File: config.mk
export PLATFORM = sky130hd
export DESIGN_NAME = pulse_gen
export DESIGN_NICKNAME = d
export VERILOG_FILES = /design/src/rtl/pulse_gen_pkg.sv /design/src/rtl/phase_timer.sv /design/src/rtl/pulse_gen.sv
export SDC_FILE = /design/constraint.sdc
export NUM_CORES = 1
export LEC_CHECK = 0
export CORE_ASPECT_RATIO = 0.6
export CORE_MARGIN = 2
export CORE_UTILIZATION = 50
export CTS_CLUSTER_SIZE = 10
export DETAILED_ROUTE_END_ITERATION = 6
export PLACE_DENSITY = 0.72
export SLEW_MARGIN = 20
export SYNTH_ARGS = -nofsm -noshare
export SYNTH_HDL_FRONTEND = slang
export SYNTH_SLANG_ARGS = --single-unit
File: constraint.sdc
create_clock -name i_clk -period 2.3 [get_ports i_clk]
set_clock_uncertainty 0.1 [all_clocks]
set_input_delay 0.46 -clock i_clk [delete_from_list [all_inputs] [get_ports i_clk]]
set_output_delay 0.46 -clock i_clk [all_outputs]
set_load 0.01 [all_outputs]
File: src/rtl/pulse_gen_pkg.sv
// Shared types and constants for the pulse-train generator.
package pulse_gen_pkg;
  typedef enum logic [1:0] {
    ST_IDLE = 2'd0,
    ST_HIGH = 2'd1,
    ST_LOW  = 2'd2
  } state_t;

  localparam int PULSE_GEN_MIN_LEN = 1;
endpackage

File: src/rtl/phase_timer.sv
// Loadable down-counter timing one pulse phase; a zero length is clamped to the minimum.
module phase_timer
  import pulse_gen_pkg::*;
#(
  parameter int LEN_WIDTH = 8
) (
  input  logic                 i_clk,
  input  logic                 i_rst_n,
  input  logic                 i_load,
  input  logic                 i_clr,
  input  logic [LEN_WIDTH-1:0] i_len,
  output logic                 o_expire
);
  logic [LEN_WIDTH-1:0] r_cnt;
  logic [LEN_WIDTH-1:0] w_len;

  assign w_len = (i_len < LEN_WIDTH'(PULSE_GEN_MIN_LEN)) ? LEN_WIDTH'(PULSE_GEN_MIN_LEN) : i_len;

  always_ff @(posedge i_clk or negedge i_rst_n) begin
    if (!i_rst_n)            r_cnt <= '0;
    else if (i_clr)          r_cnt <= '0;
    else if (i_load)         r_cnt <= w_len;
    else if (r_cnt != '0)    r_cnt <= r_cnt - LEN_WIDTH'(1);
  end

  // Expiry is flagged during the last clock of the phase so the FSM switches on the following edge.
  assign o_expire = (r_cnt == LEN_WIDTH'(1));
endmodule

File: src/rtl/pulse_gen.sv
// Pulse-train generator top: FSM, latched train fields and sent counter.
// Optional abort input enabled by defining PULSE_GEN_ABORT_EN.
module pulse_gen
  import pulse_gen_pkg::*;
#(
  parameter int NUM_WIDTH = 8,
  parameter int LEN_WIDTH = 8
) (
  input  logic                 i_clk,
  input  logic                 i_rst_n,
  input  logic                 i_start,
  input  logic [NUM_WIDTH-1:0] i_num,
  input  logic [LEN_WIDTH-1:0] i_high_len,
  input  logic [LEN_WIDTH-1:0] i_low_len,
`ifdef PULSE_GEN_ABORT_EN
  input  logic                 i_abort,
`endif
  output logic                 o_pulse,
  output logic                 o_busy,
  output logic                 o_done,
  output logic [NUM_WIDTH-1:0] o_sent
);
  state_t               r_state;
  logic [NUM_WIDTH-1:0] r_num;
  logic [LEN_WIDTH-1:0] r_high;
  logic [LEN_WIDTH-1:0] r_low;
  logic                 r_pulse;
  logic                 r_busy;
  logic                 r_done;
  logic [NUM_WIDTH-1:0] r_sent;

  logic                 w_expire;
  logic                 w_load;
  logic                 w_abort;
  logic                 w_start;
  logic [LEN_WIDTH-1:0] w_len;

`ifdef PULSE_GEN_ABORT_EN
  assign w_abort = i_abort & r_busy;
`else
  assign w_abort = 1'b0;
`endif

  assign w_start = (r_state == ST_IDLE) && i_start && (i_num != '0);

  always_comb begin
    w_load = 1'b0;
    w_len  = i_high_len;
    unique case (r_state)
      ST_IDLE: w_load = w_start;
      ST_HIGH: begin
        w_load = w_expire;
        w_len  = r_low;
      end
      ST_LOW: begin
        w_load = w_expire && (r_sent != r_num);
        w_len  = r_high;
      end
      default: w_load = 1'b0;
    endcase
    if (w_abort) w_load = 1'b0;
  end

  phase_timer #(.LEN_WIDTH(LEN_WIDTH)) u_timer (
    .i_clk    (i_clk),
    .i_rst_n  (i_rst_n),
    .i_load   (w_load),
    .i_clr    (w_abort),
    .i_len    (w_len),
    .o_expire (w_expire)
  );

  always_ff @(posedge i_clk or negedge i_rst_n) begin
    if (!i_rst_n) begin
      r_state <= ST_IDLE;
      r_num   <= '0;
      r_high  <= '0;
      r_low   <= '0;
      r_pulse <= 1'b0;
      r_busy  <= 1'b0;
      r_done  <= 1'b0;
      r_sent  <= '0;
    end else begin
      r_done <= 1'b0;
      if (w_abort) begin
        // Abort wins over a simultaneous expiry, so a truncated high is never counted.
        r_state <= ST_IDLE;
        r_pulse <= 1'b0;
        r_busy  <= 1'b0;
      end else begin
        unique case (r_state)
          ST_IDLE: begin
            if (i_start) begin
              r_sent <= '0;
              if (i_num != '0) begin
                r_num   <= i_num;
                r_high  <= i_high_len;
                r_low   <= i_low_len;
                r_state <= ST_HIGH;
                r_pulse <= 1'b1;
                r_busy  <= 1'b1;
              end else begin
                r_done <= 1'b1;
              end
            end
          end
          ST_HIGH: begin
            if (w_expire) begin
              r_state <= ST_LOW;
              r_pulse <= 1'b0;
              r_sent  <= r_sent + NUM_WIDTH'(1);
            end
          end
          ST_LOW: begin
            if (w_expire) begin
              if (r_sent == r_num) begin
                r_state <= ST_IDLE;
                r_busy  <= 1'b0;
                r_done  <= 1'b1;
              end else begin
                r_state <= ST_HIGH;
                r_pulse <= 1'b1;
              end
            end
          end
          default: r_state <= ST_IDLE;
        endcase
      end
    end
  end

  assign o_pulse = r_pulse;
  assign o_busy  = r_busy;
  assign o_done  = r_done;
  assign o_sent  = r_sent;
endmodule

==> flow_summary_export.csv <==
group,metric,value,unit
status,outcome,"finished clean",
worst_hold_path,hp-class,"primary input to asynchronous set/reset pin",
worst_setup_path,critPathLaunch,"r_state[1]$_DFFE_PN0P_",
cts,insertion_delay,0.30,ns
worst_setup_path,crit_arrival,2.30,ns
worst_setup_path,cp_max_fo,17,
finish,layout_common_cells,"45 x dfrtp_1, 36 x clkdlybuf4s50_1, 26 x mux2_2, 16 x nand2_1, 16 x nor2_1",
worst_setup_path,path_class,"register to register",
timing,slew_headroom,0.614,
synthesis,synthMuxAreaShare,0.181,
route,via_count,1806,
synthesis,syn_area_per_cell,11.4,um^2
worst_setup_path,endpoint_kind,"register",
synthesis,synth_xor_area_frac,0.0610,
timing,holdWs,0.0214,ns
place,hpwlAfterDp,3840,um
synthesis,synthCells,214,
synthesis,synth-simple-area-share,0.101,
synthesis,synth-seq-area-share,0.461,
place,routabilityCongestion,0.797,
cts,cts.sinks,45,
die,fp.dieH,58.1,um
worst_setup_path,reg2reg_from,"r_state[1]$_DFFE_PN0P_",
route,routed_wl,5230,um
die,coreArea,4640,um^2
finish,area_delta_synth_final,27.6,%
die,io_pins,38,
power,pwr_density_cell,1240,nW/um^2
route,wl_per_cell,15.7,um
finish,fin_cells,333,
finish,seq_area,1130,um^2
die,die_width,94.2,um
power,ir_drop,0.610,mV
cts,cts_inserted_buffers,5,
cts,tritoncts,"done",
worst_setup_path,critPathRequiredTime,2.43,ns
run,cap_viol_max_count,0,
finish,n_fill_cell,374,
cts,cts-hold-fix-buffers,0,
power,leakage,0.00127,uW
synthesis,synth_area_leaders,"dfrtp_1 46%, mux2_2 12%, mux2i_1 6.2%, xnor2_1 5.4%, ha_1 4.1%",
finish,multi_input_area,1260,um^2
global_routing,antenna_found_initial,0,
route,route.detailed.vias_per_inst,5.42,
synthesis,netlist_area,2440,um^2
timing,hold_violations,0,
global_routing,grt_pass1_vias,1785,
die,rows,19,
timing,tightest_slew,0.577,ns
global_routing,grt-ovfl-total,0,
synthesis,synth_seq_cells,45,
power,p_total,3860,uW
place,dp.cells,324,
finish,layout_commonest_cell,"dfrtp_1",
synthesis,ys_types,38,
worst_setup_path,start_kind,"register",
timing,max_freq,460,MHz
timing,rsz0062_at_grt,"no",
synthesis,yosys_warnings,0,
timing,maxSlewViolCount,0,
cts,h-tree-depth,2,
global_routing,track_usage,0.206,
cts,cts.root.buffer_cell,"clkbuf_8",
timing,setup_viol_count_final,0,
die,dieArea,5480,um^2
finish,drive_gt1_frac,0.222,
finish,n_antenna_cell,0,
global_routing,grt_max_degree,46,
synthesis,synth_nets,249,
synthesis,synth_area_leader_cell,"dfrtp_1",
global_routing,grt_pass1_wl,8550,um
route,drtIter0Drc,63,
die,start_util,0.527,
route,drc,0,
cts,clk_path_buf_depth,2,
timing,fin_crit_sh,0.945,
synthesis,synthAdderAreaFrac,0.0410,
synthesis,synth_compound_area_frac,0.130,
route,drt-pass1-iter-count,4,
finish,fin_nets,304,
place,port_buffers,37,
timing,finalSetupTns,0,ns
synthesis,synth_top_family_by_area,"multiplexers",
route,ant_nets,0,
cts,path_clk_slew,0.08,ns
timing,period_minus_slack,2.17,ns
synthesis,synth_top_area_frac,0.461,
-- power breakdown --
group	leakage, uW	internal, uW	total (uW)	switching [uW]
logic	0.000666	975	1910	934
registers	0.000546	1130	1410	276
clock network	0.0000542	272	542	270
-- worst max-delay path, stage by stage, from the launching register on --
cell,delay (ns)
dfrtp_1,0.42
inv_1,0.11
ha_1,0.23
buf_4,0.22
a22o_1,0.22
mux2i_1,0.22
and4_1,0.27
a41oi_1,0.14
mux2i_1,0.16
-- registers in the layout, indices dropped and copies added (netlist names) --
| signal | cells |
|---|---|
| o_sent | 8 |
| r_high | 8 |
| r_low | 8 |
| r_num | 8 |
| u_timer.r_cnt | 8 |
| r_state | 2 |
| o_busy | 1 |
| o_done | 1 |
| o_pulse | 1 |
-- cell type report --
type | instances | share of cell area
clock inverters | 1 | 0.00161
repair buffers | 54 | 0.166
inverters | 9 | 0.0108
flip-flops and latches | 45 | 0.361
well taps | 63 | 0.0253
multi-input cells | 154 | 0.404
clock buffers | 7 | 0.0309
-- repair_timing --
item	CTS	global route
gates resized for setup	0	1
setup endpoints to repair	0	15
buffers inserted	0	1
-- cells by family after synthesis --
| group | count (synthesis) |
|---|---|
| simple gates | 49 |
| flops | 45 |
| mux | 41 |
| compound gates | 39 |
| xor+xnor | 17 |
| buf+inv | 15 |
| fa+ha+maj | 8 |
-- Yosys cell counts, drive strengths merged --
master   count
a2111oi      4
a211oi       3
a21boi       1
a21o         1
a21oi        8
a22o         4
a22oi        4
a31o         2
a31oi        1
a41oi        1
and3         1
and4         1
buf          2
clkbuf       4
dfrtp       45
ha           8
inv          9
mux2        26
mux2i       15
nand2       16
nand3        5
nand4        2
nor2        16
nor2b        1
nor3         3
nor4         3
o21a         1
o21ai        8
o22ai        1
or4          1
xnor2       15
xor2         2
-- metrics by stage --
stage	util	setup slack, ns	area (um^2)
after global routing	0.672	0.0422	3120
final	0.672	0.128	3120
after CTS	0.668	0.0196	3100
after global placement	0.646	-0.122	2990
after detailed placement	0.646	-0.172	2990
after floorplan	-	0.218	2440
-- path summary, 6_finish.rpt --
path	to	slack (ns)	depth (start not counted)
max in group asynchronous	r_high[7]$_DFFE_PN0P_	1.87	2
min in group i_clk	r_low[5]$_DFFE_PN0P_	0.41	1
hold / removal	r_high[6]$_DFFE_PN0P_	0.02	2
hold reg to reg	r_low[5]$_DFFE_PN0P_	0.41	1
setup / recovery	u_timer.r_cnt[0]$_DFFE_PN0P_	0.13	8
setup reg to reg	u_timer.r_cnt[0]$_DFFE_PN0P_	0.13	8
-- per-layer routing --
layer	wire, um	global-route usage	part of all wire
met5	0	0	0
met4	65	0.0600	0.012
met3	235	0.0533	0.045
met2	2190	0.300	0.42
met1	2750	0.305	0.52
(Power assumes the default switching activity.)
